### config.mk
export PLATFORM = sky130hd
export DESIGN_NAME = arcade_input_ctrl_flat
export DESIGN_NICKNAME = d
export VERILOG_FILES = /design/src/rtl/arcade_input_ctrl_if.sv /design/src/rtl/arcade_input_ctrl.sv /design/src/flat_wrapper.sv
export SDC_FILE = /design/constraint.sdc
export NUM_CORES = 1
export LEC_CHECK = 0
export BUFFER_PORTS_ARGS = -buffer_cell sky130_fd_sc_hd__buf_2
export CAP_MARGIN = 40
export CORE_ASPECT_RATIO = 1.4
export CORE_MARGIN = 2
export CORE_UTILIZATION = 45
export DETAILED_ROUTE_END_ITERATION = 12
export PLACE_DENSITY_LB_ADDON = 0.08
export REMOVE_ABC_BUFFERS = 1
export SLEW_MARGIN = 25
export SYNTH_ARGS = -nofsm -noshare
export SYNTH_HDL_FRONTEND = slang
export SYNTH_SLANG_ARGS = --single-unit
### constraint.sdc
create_clock -name clk_sys -period 2.1 [get_ports clk_sys]
set_input_delay 0.105 -clock clk_sys [delete_from_list [all_inputs] [get_ports clk_sys]]
set_output_delay 0.105 -clock clk_sys [all_outputs]
set_load 0.05 [all_outputs]
### src/rtl/arcade_input_ctrl_if.sv
// Player-input bundle between hps_io and the game core: PS/2 events and
// joysticks in, conditioned player controls and shaped coin pulse out.
interface arcade_input_ctrl_if;
  logic [10:0] ps2_key;
  logic [15:0] joystick_0;
  logic [15:0] joystick_1;
  logic [4:0]  p1_ctl;
  logic [4:0]  p2_ctl;
  logic        start1;
  logic        start2;
  logic        coin;

  modport master (
    output ps2_key, joystick_0, joystick_1,
    input  p1_ctl, p2_ctl, start1, start2, coin
  );

  modport slave (
    input  ps2_key, joystick_0, joystick_1,
    output p1_ctl, p2_ctl, start1, start2, coin
  );
endinterface

### src/rtl/arcade_input_ctrl.sv
// PS/2 + joystick merge into registered player controls, coin debounce and
// fixed-width coin pulse. Optional autofire square wave under `AUTOFIRE_EN.
module arcade_input_ctrl #(
  parameter int DEBOUNCE_CYC   = 12000,
  parameter int COIN_PULSE_CYC = 1200000,
  parameter int AUTOFIRE_DIV   = 600000
) (
  input logic               clk_sys,
  input logic               reset,
  arcade_input_ctrl_if.slave io
);
  localparam int K_UP1 = 0, K_DOWN1 = 1, K_LEFT1 = 2, K_RIGHT1 = 3, K_FIRE1 = 4;
  localparam int K_START1 = 5, K_START2 = 6, K_COIN1 = 7, K_COIN2 = 8;
  localparam int K_UP2 = 9, K_DOWN2 = 10, K_LEFT2 = 11, K_RIGHT2 = 12, K_FIRE2 = 13;
  localparam int NKEY = 14;

  localparam int DB_W = (DEBOUNCE_CYC > 1) ? $clog2(DEBOUNCE_CYC) : 1;
  localparam int PC_W = (COIN_PULSE_CYC > 1) ? $clog2(COIN_PULSE_CYC) : 1;
  localparam logic [DB_W-1:0] DB_LAST = DB_W'(DEBOUNCE_CYC - 1);
  localparam logic [PC_W-1:0] PC_LAST = PC_W'(COIN_PULSE_CYC - 1);

  // One-hot mask of the key-state bit an event targets; zero for unlisted codes.
  function automatic logic [NKEY-1:0] key_decode(input logic ext, input logic [7:0] code);
    logic [NKEY-1:0] m;
    m = '0;
    case (code)
      8'h75: m[K_UP1]    = 1'b1;
      8'h72: m[K_DOWN1]  = 1'b1;
      8'h6B: m[K_LEFT1]  = 1'b1;
      8'h74: m[K_RIGHT1] = 1'b1;
      8'h14: m[K_FIRE1]  = 1'b1;
      default: begin
        if (!ext) begin
          case (code)
            8'h29:        m[K_FIRE1]  = 1'b1;
            8'h05, 8'h16: m[K_START1] = 1'b1;
            8'h06, 8'h1E: m[K_START2] = 1'b1;
            8'h2E:        m[K_COIN1]  = 1'b1;
            8'h36:        m[K_COIN2]  = 1'b1;
            8'h2D:        m[K_UP2]    = 1'b1;
            8'h2B:        m[K_DOWN2]  = 1'b1;
            8'h23:        m[K_LEFT2]  = 1'b1;
            8'h34:        m[K_RIGHT2] = 1'b1;
            8'h1C:        m[K_FIRE2]  = 1'b1;
            default:      m = '0;
          endcase
        end
      end
    endcase
    return m;
  endfunction

  logic            old_tog_p0;
  logic [NKEY-1:0] kst_p0;
  logic [NKEY-1:0] kmask;
  logic [4:0]      p1_nxt, p2_nxt, p1_ctl_p1, p2_ctl_p1;
  logic            start1_p1, start2_p1;
  logic            fire1_src, fire2_src;

  assign kmask = key_decode(io.ps2_key[8], io.ps2_key[7:0]);

`ifdef AUTOFIRE_EN
  localparam int AF_W = (AUTOFIRE_DIV > 1) ? $clog2(AUTOFIRE_DIV) : 1;
  localparam logic [AF_W-1:0] AF_LAST = AF_W'(AUTOFIRE_DIV - 1);
  logic [AF_W-1:0] af_cnt;
  logic            af_sq;
  logic            unused_joy;

  always_ff @(posedge clk_sys) begin
    if (reset) begin
      af_cnt <= '0;
      af_sq  <= 1'b0;
    end else if (af_cnt == AF_LAST) begin
      af_cnt <= '0;
      af_sq  <= ~af_sq;
    end else begin
      af_cnt <= af_cnt + 1'b1;
    end
  end

  assign fire1_src  = kst_p0[K_FIRE1] | io.joystick_0[4] | (io.joystick_0[8] & af_sq);
  assign fire2_src  = kst_p0[K_FIRE2] | io.joystick_1[4] | (io.joystick_1[8] & af_sq);
  assign unused_joy = &{1'b0, io.joystick_0[15:9], io.joystick_1[15:9]};
`else
  logic unused_joy;
  assign fire1_src  = kst_p0[K_FIRE1] | io.joystick_0[4];
  assign fire2_src  = kst_p0[K_FIRE2] | io.joystick_1[4];
  assign unused_joy = &{1'b0, io.joystick_0[15:8], io.joystick_1[15:8]};
`endif

  always_comb begin
    p1_nxt = {fire1_src, kst_p0[K_UP1], kst_p0[K_DOWN1], kst_p0[K_LEFT1], kst_p0[K_RIGHT1]};
    p2_nxt = {fire2_src, kst_p0[K_UP2], kst_p0[K_DOWN2], kst_p0[K_LEFT2], kst_p0[K_RIGHT2]};
    p1_nxt[3:0] = p1_nxt[3:0] | io.joystick_0[3:0];
    p2_nxt[3:0] = p2_nxt[3:0] | io.joystick_1[3:0];
  end

  // Stage p0: key-state registers updated from PS/2 toggle events
  always_ff @(posedge clk_sys) begin
    old_tog_p0 <= io.ps2_key[10];
    if (reset) begin
      kst_p0 <= '0;
    end else if (io.ps2_key[10] != old_tog_p0) begin
      kst_p0 <= (kst_p0 & ~kmask) | ({NKEY{io.ps2_key[9]}} & kmask);
    end
  end

  // Stage p1: merged output registers
  always_ff @(posedge clk_sys) begin
    if (reset) begin
      p1_ctl_p1 <= '0;
      p2_ctl_p1 <= '0;
      start1_p1 <= 1'b0;
      start2_p1 <= 1'b0;
    end else begin
      p1_ctl_p1 <= p1_nxt;
      p2_ctl_p1 <= p2_nxt;
      start1_p1 <= kst_p0[K_START1] | io.joystick_0[5] | io.joystick_1[5];
      start2_p1 <= kst_p0[K_START2] | io.joystick_0[6] | io.joystick_1[6];
    end
  end

  logic            coin_raw, coin_db;
  logic [DB_W-1:0] db_cnt;

  assign coin_raw = kst_p0[K_COIN1] | kst_p0[K_COIN2] | io.joystick_0[7] | io.joystick_1[7];

  always_ff @(posedge clk_sys) begin
    if (reset) begin
      db_cnt  <= '0;
      coin_db <= 1'b0;
    end else if (coin_raw == coin_db) begin
      db_cnt <= '0;
    end else if (db_cnt == DB_LAST) begin
      db_cnt  <= '0;
      coin_db <= coin_raw;
    end else begin
      db_cnt <= db_cnt + 1'b1;
    end
  end

  typedef enum logic [1:0] {S_IDLE, S_PULSE, S_WAIT_REL} coin_state_t;
  coin_state_t     state, state_nxt;
  logic [PC_W-1:0] pulse_cnt, pulse_cnt_nxt;
  logic            coin_out;

  always_ff @(posedge clk_sys) begin
    if (reset) begin
      state     <= S_IDLE;
      pulse_cnt <= '0;
    end else begin
      state     <= state_nxt;
      pulse_cnt <= pulse_cnt_nxt;
    end
  end

  // IDLE is only reachable with coin_db low, so a high level here is its rising edge.
  always_comb begin
    state_nxt     = state;
    pulse_cnt_nxt = pulse_cnt;
    coin_out      = 1'b0;
    case (state)
      S_IDLE: begin
        if (coin_db) begin
          state_nxt     = S_PULSE;
          pulse_cnt_nxt = '0;
        end
      end
      S_PULSE: begin
        coin_out = 1'b1;
        if (pulse_cnt == PC_LAST) begin
          state_nxt     = S_WAIT_REL;
          pulse_cnt_nxt = '0;
        end else begin
          pulse_cnt_nxt = pulse_cnt + 1'b1;
        end
      end
      S_WAIT_REL: begin
        if (!coin_db) state_nxt = S_IDLE;
      end
      default: state_nxt = S_IDLE;
    endcase
  end

  assign io.p1_ctl = p1_ctl_p1;
  assign io.p2_ctl = p2_ctl_p1;
  assign io.start1 = start1_p1;
  assign io.start2 = start2_p1;
  assign io.coin   = coin_out;
endmodule

### src/flat_wrapper.sv
// flat-port wrapper written by rule: the top's interface ports become plain ports
module arcade_input_ctrl_flat 
#(
  parameter int DEBOUNCE_CYC   = 12000,
  parameter int COIN_PULSE_CYC = 1200000,
  parameter int AUTOFIRE_DIV   = 600000
)
  (clk_sys, reset, io_ps2_key, io_joystick_0, io_joystick_1, io_p1_ctl, io_p2_ctl, io_start1, io_start2, io_coin);
  arcade_input_ctrl_if io_i ();
  input logic clk_sys;
  input logic reset;
  input wire logic [$bits(io_i.ps2_key)-1:0] io_ps2_key;
  input wire logic [$bits(io_i.joystick_0)-1:0] io_joystick_0;
  input wire logic [$bits(io_i.joystick_1)-1:0] io_joystick_1;
  output wire logic [$bits(io_i.p1_ctl)-1:0] io_p1_ctl;
  output wire logic [$bits(io_i.p2_ctl)-1:0] io_p2_ctl;
  output wire logic [$bits(io_i.start1)-1:0] io_start1;
  output wire logic [$bits(io_i.start2)-1:0] io_start2;
  output wire logic [$bits(io_i.coin)-1:0] io_coin;
  assign io_i.ps2_key = io_ps2_key;
  assign io_i.joystick_0 = io_joystick_0;
  assign io_i.joystick_1 = io_joystick_1;
  assign io_p1_ctl = io_i.p1_ctl;
  assign io_p2_ctl = io_i.p2_ctl;
  assign io_start1 = io_i.start1;
  assign io_start2 = io_i.start2;
  assign io_coin = io_i.coin;
  arcade_input_ctrl #(.DEBOUNCE_CYC(DEBOUNCE_CYC), .COIN_PULSE_CYC(COIN_PULSE_CYC), .AUTOFIRE_DIV(AUTOFIRE_DIV)) u_core (.clk_sys(clk_sys), .reset(reset), .io(io_i));
endmodule
==> impl_results.rst, run 1 <==
.. list-table::
   :header-rows: 1

   * - Metric
     - Value
   * - Total I/O pin count
     - 58
   * - Routed wire length
     - 6487 um
   * - Maximum number of pins on one net before global-route repair
     - 21
   * - Most common cell in the synthesized netlist
     - sky130_fd_sc_hd__dfxtp_1
   * - Antenna-violating nets left
     - 0
   * - Worst-case clock skew
     - about 9.5 ps
   * - Normalized max-slew margin
     - 66.14%
   * - Number of max-slew violations in the final report
     - 0
   * - Critical Path Start
     - u_core.pulse_cnt[5]
   * - Total negative setup slack
     - 0 ps
   * - Sequential element share of the synthesized area
     - about 43%
   * - Average footprint of a synthesized cell
     - 8.615 um^2
   * - CTS Buf Count
     - 9
   * - Total track usage
     - 19.53%
   * - Rows
     - 35
   * - Die Y
     - 100.7 um
   * - Internal Power
     - 1.746 mW
   * - DRC violation total after the first TritonRoute iteration
     - 188
   * - Number of failing setup endpoints in the final timing report
     - 0
   * - Ys flop type
     - sky130_fd_sc_hd__dfxtp_1
   * - Worst-path clk slew
     - 70 ps
   * - Number of H-tree levels
     - 3
   * - Portion of the clock cycle consumed by the worst path in the final layout
     - 90.53%
   * - CP Data Arrival Time
     - roughly 2200 ps
   * - CTS tree
     - done
   * - Initial standard-cell utilization of the core
     - 46.08%
   * - Startpoint types
     - register
   * - Final hold violation count
     - 0
   * - Warning count from the yosys run
     - 0
   * - Total die area
     - 7360 um^2
   * - Mean routed wirelength per cell
     - 13.21 um
   * - Layout net count
     - roughly 460
   * - Total DRC errors in the routed layout
     - 0
   * - Wire length of the first global-routing pass
     - roughly 11000 um
   * - Ratio of cells with drive above 1 in the final layout
     - 17.75%
   * - Least-Margin Pin Slew
     - 507.9 ps
   * - DPL Wire Length
     - 4616 um
   * - Leakage component of the power
     - 1.293 nW
   * - WP data required
     - 2360 ps
   * - Number of sinks driven by the clock tree
     - 65
   * - Worst Hold Class
     - in -> reg
   * - Antenna cell count
     - 0
   * - Port Buffers
     - 41
   * - Cell types with the highest counts after synthesis
     - sky130_fd_sc_hd__dfxtp_1 (65), sky130_fd_sc_hd__nor2_1 (45), sky130_fd_sc_hd__nand2_1 (22)
   * - Total power density per cell area
     - 648.1 nW/um^2
   * - Count of filler cells inserted in the layout
     - 611
   * - Number of cells on the worst reg-to-reg path
     - 4
   * - Finished Core Util
     - between 50% and 60%
   * - Antenna violations before repair
     - 0
   * - Root buffer selected by CTS
     - sky130_fd_sc_hd__clkbuf_8
   * - Worst vdd ir
     - 0.2970 mV
   * - Leading post-synthesis cells by cell area
     - sky130_fd_sc_hd__dfxtp_1 (43%), sky130_fd_sc_hd__nor2_1 (5.6%), sky130_fd_sc_hd__or4_1 (3.7%)
   * - EDFF count, synth
     - 0
   * - Area growth syn-to-layout
     - 20.39%
   * - Timing endpoint of the critical path
     - u_core.pulse_cnt[17]
   * - Portion of total power attributed to the clock network
     - 37.8%
   * - Placed cell areas
     - 3309 um^2
   * - Achievable frequency
     - 526.0 MHz
   * - Critical path fanouts, max
     - 12
   * - First-pass DRT Iterations
     - 4
   * - Switching portion of total power
     - roughly a quarter
   * - Part of the total power dissipated in combinational logic
     - 8.7%
   * - Area of the mapped netlist
     - 3007 um^2
   * - Biggest area consumer among synthesized cells
     - sky130_fd_sc_hd__dfxtp_1
   * - Result of the run
     - finished clean
   * - Buffer levels on the longest clock path
     - 2
   * - Category of the most critical setup path
     - reg -> reg
   * - Total of flip-flops plus latches after synthesis
     - 65
   * - Fraction of post-synthesis cell area in the top cell type by area
     - 43.28%
   * - Synth async-reset ratio
     - 0%
   * - Number of standard cells after synthesis
     - 349
   * - Core Area
     - 6525 um^2
   * - Via count of the first global-routing pass
     - 2616
   * - Start of the worst register-to-register path
     - u_core.pulse_cnt[5]
   * - Leftover overflow at the end of global routing
     - 0
   * - Number of standard cells in the layout, taps in and fillers out
     - 491
   * - Latest clock arrival within the worst-skew pair
     - around 350 ps
   * - Total number of vias
     - 2728
   * - Placed cell count
     - 460
   * - Post-route design area
     - 3620 um^2
   * - Setup slack of the worst register-to-register path
     - 200 ps
   * - Maximum Capacitance Violations
     - 0
   * - Horizontal die dimension
     - 73.08 um
   * - Worst setup EP type
     - register
   * - Count of cell types in the netlist
     - 50
   * - Drt via density
     - 5.556
   * - Post-route minimum period
     - 1901 ps
   * - Psw
     - 0.6002 mW
   * - Crit Reg-Reg Endpoint
     - u_core.pulse_cnt[17]
   * - Unrepaired setup endpoints after global routing
     - no
   * - Weighted congestion reported at the end of routability-driven placement
     - 0.7988
   * - Fraction of power consumed by sequential logic
     - 53.6%
==> cell usage in the layout (no fill, tap or decap), types with 11 or more instances in the layout <==
| master | netlist | routed |
|---|---|---|
| sky130_fd_sc_hd__o31ai_1 | 14 | 14 |
| sky130_fd_sc_hd__nor2_1 | 45 | 45 |
| sky130_fd_sc_hd__or4_1 | 15 | 15 |
| sky130_fd_sc_hd__dfxtp_1 | 65 | 65 |
| sky130_fd_sc_hd__a22oi_1 | 11 | 11 |
| sky130_fd_sc_hd__nand2_1 | 22 | 22 |
| sky130_fd_sc_hd__nand2b_1 | 11 | 11 |
| sky130_fd_sc_hd__buf_2 | 2 | 41 |
| sky130_fd_sc_hd__dlygate4sd3_1 | 0 | 15 |
| sky130_fd_sc_hd__a21oi_1 | 18 | 18 |
| sky130_fd_sc_hd__nand3_1 | 18 | 18 |
==> routing by layer <==
layer / GRT usage [%] / part of all wire, % / up-vias
met2: 32.92 / 49 / 46
met3: 3.400 / 3.3 / 13
met1: 22.74 / 45 / 1257
li1: - / - / 1412
met5: 0 / 0 / -
met4: 11.40 / 2.6 / 0
==> timing repair <==
item | in CTS | in global routing
hold buffers | 15 | 0
setup buffers | 0 | 0
setup endpoints to repair | 0 | 3
hold endpoints to repair | 13 | 0
gates resized for setup | 0 | 1
==> per-stage QoR <==
stage	worst slack, ps	power (mW)	hold slack [ps]
CTS	105.4	2.372	82.93
global placement	143.4	1.466	271.9
floorplan	284.4	1.387	132.7
global route	17.50	2.449	106.2
finish	198.8	2.346	87.18
detailed placement	116.2	1.467	266.3
==> power by group through the flow <==
stage	registers [mW]	logic [mW]	clock network (mW)
6_report	1.26	0.203	0.886
5_1_grt	1.26	0.224	0.967
4_1_cts	1.26	0.205	0.911
3_5_place_dp	1.28	0.183	0
3_3_place_gp	1.28	0.182	0
2_1_floorplan	1.33	0.0567	0
==> kinds of logic (layout without fill, tap and decap cells) <==
family                     count (synthesis)  after routing  synth area share (%)
muxes                                      4              4                 1.332
and+or+nand+nor                          171            171                 31.17
adders and majority gates                  2              2                0.8322
xor gates and xnor gates                  17             17                 4.952
AOI/OAI and AO/OA                         69             69                 15.48
DFF                                       65             65                 43.28
buffers and inverters                     21             89                 2.954
==> worst min path at each step <==
stage,startpoint,to,slack (ps),depth (start not counted)
floorplan,io_ps2_key[10],u_core.old_tog_p0,130,0
global placement,io_ps2_key[10],u_core.old_tog_p0,270,1
detailed placement,io_ps2_key[10],u_core.old_tog_p0,270,1
CTS,io_ps2_key[9],register,80,3
global route,io_ps2_key[9],register,110,3
finish,io_ps2_key[9],register,90,3
==> cell type report <==
class                           instances  area [um^2]  share of cell area (%)
Timing Repair Buffer                   64        415.4                   11.48
Clock inverter                          4        20.02                  0.5531
Sequential cell                        65         1301                   35.95
Multi-Input combinational cell        263         1622                   44.80
Clock buffer                           12        135.1                   3.733
Inverter                                9        33.78                  0.9333
Tap cell                               74        92.59                   2.558
==> worst max-delay path, stage by stage (launching register included) <==
cell and delay [ps]:
sky130_fd_sc_hd__dfxtp_1 430, sky130_fd_sc_hd__nand4_2 200, sky130_fd_sc_hd__or3_4 500, sky130_fd_sc_hd__or4_1 510
sky130_fd_sc_hd__a22oi_1 170
(Power assumes the default switching activity.)
==> run 2, diff against run 1 <==
--- a/config.mk
+++ b/config.mk
@@ -5,6 +5,7 @@
 export SDC_FILE = /design/constraint.sdc
 export NUM_CORES = 1
 export LEC_CHECK = 0
+export ABC_AREA = 1
 export BUFFER_PORTS_ARGS = -buffer_cell sky130_fd_sc_hd__buf_2
 export CAP_MARGIN = 40
 export CORE_ASPECT_RATIO = 1.4
==> run 2 against run 1 <==
Compared with the run above:
- via count is 13% higher
- critical endpoint is now u_core.db_cnt[11]
- cell area increased by 5.6%
- global-route usage rose by 0.70 points
- highest routed layer unchanged
- sequential cell count unchanged
- total power is 0.69% higher
- register-to-register slack improved by 150 ps
==> impl_results.rst, run 2 <==
.. list-table::
   :header-rows: 1

   * - Metric
     - Value
   * - Result of the run
     - finished clean
   * - First-pass DRT Iterations
     - 4 (unchanged)
   * - Antenna-violating nets left
     - 0 (unchanged)
   * - Fraction of post-synthesis cell area in the top cell type by area
     - 40.33% (-3.0 points)
   * - Total negative setup slack
     - 0 ps (unchanged)
   * - Worst-path clk slew
     - 70 ps (about the same)
   * - Most common cell in the synthesized netlist
     - sky130_fd_sc_hd__nand2_1
   * - Post-layout total power
     - 2.362 mW (+0.69%)
   * - Slowest library cell on the worst path
     - sky130_fd_sc_hd__nand2_1
   * - Portion of the clock cycle consumed by the worst path in the final layout
     - 83.54% (-7.0 points)
   * - Routed wire length
     - 7257 um (+12%)
   * - Antenna cell count
     - 0 (unchanged)
   * - Number of failing setup endpoints in the final timing report
     - 0 (unchanged)
   * - Maximum number of pins on one net before global-route repair
     - 18 (-14%)
   * - Antenna violations before repair
     - 0 (unchanged)
   * - Hold Path End
     - u_core.io.start2
   * - Critical path fanouts, max
     - 13 (+1)
   * - Cell types with the highest counts after synthesis
     - sky130_fd_sc_hd__nand2_1 (96), sky130_fd_sc_hd__nor2_1 (92), sky130_fd_sc_hd__dfxtp_1 (65)
   * - Die Y
     - 104.2 um (+3.5%)
   * - Least-Margin Pin Slew
     - 553.2 ps (+45.25 ps)
   * - Root buffer selected by CTS
     - sky130_fd_sc_hd__clkbuf_8
   * - Most frequent standard cell in the layout excluding fill and tap cells
     - sky130_fd_sc_hd__nand2_1
   * - Number of standard cells after synthesis
     - 474 (+36%)
   * - Critical path buffer and inverter count
     - 1 (+1)
   * - Normalized max-slew margin
     - 63.12% (-3.0 points)
   * - Via count of the first global-routing pass
     - 2967 (+13%)
   * - Worst Hold Class
     - in -> reg
   * - Start of the worst register-to-register path
     - u_core.db_cnt[0]
   * - Average footprint of a synthesized cell
     - 6.808 um^2 (-21%)
   * - Port Buffers
     - 41 (unchanged)
   * - Total power density per cell area
     - 618.2 nW/um^2 (-4.6%)
   * - Total I/O pin count
     - 58 (unchanged)
   * - Crit Reg-Reg Endpoint
     - u_core.db_cnt[11]
   * - WP data required
     - 2310 ps (-50 ps)
   * - Commonest cells after routing, fill and taps aside
     - sky130_fd_sc_hd__nand2_1 (96), sky130_fd_sc_hd__nor2_1 (92), sky130_fd_sc_hd__dfxtp_1 (65)
   * - CTS tree
     - done
   * - Setup slack of the worst register-to-register path
     - 350 ps (+150 ps)
   * - Hold slack
     - 77.49 ps (-9.697 ps)
   * - Achievable frequency
     - 570.0 MHz (+8.4%)
   * - Total track usage
     - 20.23% (+0.70 points)
   * - Unrepaired setup endpoints after global routing
     - no
   * - Layout net count
     - 581 (+27%)
   * - Worst Hold Launch
     - reset
   * - Leading post-synthesis cells by cell area
     - sky130_fd_sc_hd__dfxtp_1 (40%), sky130_fd_sc_hd__nand2_1 (11%), sky130_fd_sc_hd__nor2_1 (11%)
   * - Wire length of the first global-routing pass
     - 12450 um (+9.5%)
   * - Number of sinks driven by the clock tree
     - 65 (unchanged)
   * - Leftover overflow at the end of global routing
     - 0 (unchanged)
   * - Worst-case clock skew
     - 7.913 ps (-1.612 ps)
   * - Critical path's top delay family
     - simple AND/OR/NAND/NOR gates
   * - CP Data Arrival Time
     - 1970 ps (-190 ps)
   * - Total DRC errors in the routed layout
     - 0 (unchanged)
   * - Sequential element share of the synthesized area
     - 40.33% (-3.0 points)
   * - Number of max-slew violations in the final report
     - 0 (unchanged)
   * - CTS Buf Count
     - 9 (unchanged)
   * - Ratio of cells with drive above 1 in the final layout
     - 16.70% (-1.0 points)
   * - Area of the mapped netlist
     - 3227 um^2 (+7.3%)
   * - Cells along the critical path
     - ha_1, nand2_1, nor2_1, inv_1, nor2_1, nand3_1, nand2_1, nor3_1
   * - Latest clock arrival within the worst-skew pair
     - 340 ps (about the same)
   * - Initial standard-cell utilization of the core
     - 46.52% (+0.44 points)
   * - Number of cells on the worst reg-to-reg path
     - 8 (+4)
   * - DPL Wire Length
     - 5397 um (+17%)
   * - Finished Core Util
     - 55.09% (-0.39 points)
   * - DRC violation total after the first TritonRoute iteration
     - 92 (-51%)
   * - Total of flip-flops plus latches after synthesis
     - 65 (unchanged)
   * - Total die area
     - 7874 um^2 (+7.0%)
   * - EDFF count, synth
     - 0 (unchanged)
   * - Count of filler cells inserted in the layout
     - 747 (+22%)
   * - Area growth syn-to-layout
     - 18.42%
   * - Worst hold path depth
     - 2 (-1)
   * - Post-route design area
     - 3821 um^2 (+5.6%)
   * - Biggest cell delay along the critical path
     - 370 ps (-140 ps)
   * - Biggest area consumer among synthesized cells
     - sky130_fd_sc_hd__dfxtp_1
   * - Drt via density
     - 4.861 (-13%)
   * - Total number of vias
     - 3082 (+13%)
   * - Category of the most critical setup path
     - reg -> reg
   * - Maximum Capacitance Violations
     - 0 (unchanged)
   * - Weighted congestion reported at the end of routability-driven placement
     - 0.8663 (+8.5%)
   * - Count of cell types in the netlist
     - 32 (-36%)
   * - Rows
     - 36 (+2.9%)
   * - Leakage component of the power
     - 1.471 nW (+14%)
   * - Warning count from the yosys run
     - 0 (unchanged)
   * - Quantity of gates resized following cts
     - 0 (unchanged)
   * - Worst setup EP type
     - register
   * - Worst vdd ir
     - 0.5928 mV (+100%)
   * - Horizontal die dimension
     - 75.57 um (+3.4%)
   * - Buffer levels on the longest clock path
     - 2 (unchanged)
   * - Startpoint types
     - register
   * - Synth async-reset ratio
     - 0% (unchanged)
   * - Number of H-tree levels
     - 3 (unchanged)
   * - Post-route minimum period
     - 1754 ps (-146.9 ps)
   * - Core Area
     - 6937 um^2 (+6.3%)
   * - Ys flop type
     - sky130_fd_sc_hd__dfxtp_1
   * - Mean routed wirelength per cell
     - 11.45 um (-13%)
   * - Final hold violation count
     - 0 (unchanged)
   * - Placed cell areas
     - 3508 um^2 (+6.0%)
run 2: cell count changes after synthesis, sizes merged, moves of 8 or more:
cell / before / now
a21oi: 18 / 31
nor3: 9 / 19
a22oi: 11 / 0
inv: 9 / 54
nand2b: 11 / 0
nand2: 22 / 103
o31ai: 14 / 0
or3: 9 / 0
nand4: 6 / 14
or4: 15 / 0
nor2: 45 / 107
nand3: 18 / 35
run 2: worst max-delay path by stage:
stage	from	to	slack (ps)	cells after the start
floorplan	u_core.db_cnt[0]	u_core.db_cnt[11]	650	8
global placement	u_core.db_cnt[0]	u_core.db_cnt[2]	390	8
detailed placement	u_core.db_cnt[0]	u_core.db_cnt[11]	350	8
CTS	u_core.db_cnt[0]	u_core.db_cnt[11]	330	8
global route	u_core.db_cnt[0]	u_core.db_cnt[0]	100	8
finish	u_core.db_cnt[0]	u_core.db_cnt[11]	350	8
run 2: per-layer routing:
layer / GRT usage, % / share of wire, %
met1: 22.90 / 42
met4: 8.521 / 2.5
met5: 0 / 0
met3: 4.651 / 3.3
met2: 34.97 / 52
run 2: cell type report:
| type | count | area (um^2) | area share, % |
|---|---|---|---|
| Clock buffer | 10 | 127.6 | 3.340 |
| Clock inverter | 6 | 35.03 | 0.9168 |
| Inverter | 54 | 202.7 | 5.305 |
| Multi-Input combinational cell | 346 | 1665 | 43.58 |
| Sequential cell | 65 | 1301 | 34.05 |
| Tap cell | 95 | 118.9 | 3.111 |
| Timing Repair Buffer | 58 | 370.4 | 9.692 |
run 2: metrics by stage:
stage / cells / setup slack, ps
2_1_floorplan: 465 / 646.0
3_3_place_gp: 603 / 385.9
3_5_place_dp: 603 / 347.2
4_1_cts: 634 / 327.5
5_1_grt: 634 / 97.99
6_report: 634 / 345.7
run 2: power breakdown:
group          internal (mW)  switching, mW  leakage, nW
Sequential              1.25        0.00634        0.528
Combinational         0.0707          0.136        0.861
Clock                  0.419          0.480       0.0818
Total                   1.74          0.622         1.47
run 2: repair_timing:
item	CTS	global route
endpoints found under the hold margin	13	0
buffers inserted	0	0
hold buffers	15	0
run 2: cell families (layout without fill, tap and decap cells):
family | count (synthesis) | in the layout | share of synthesized area, %
AO/OA/AOI/OAI | 49 | 49 | 7.949
XOR/XNOR | 11 | 11 | 3.219
adder cells (fa/ha/maj) | 2 | 2 | 0.7754
buffers and inverters | 63 | 128 | 8.065
flip-flops | 65 | 65 | 40.33
AND/OR/NAND/NOR | 284 | 284 | 39.67
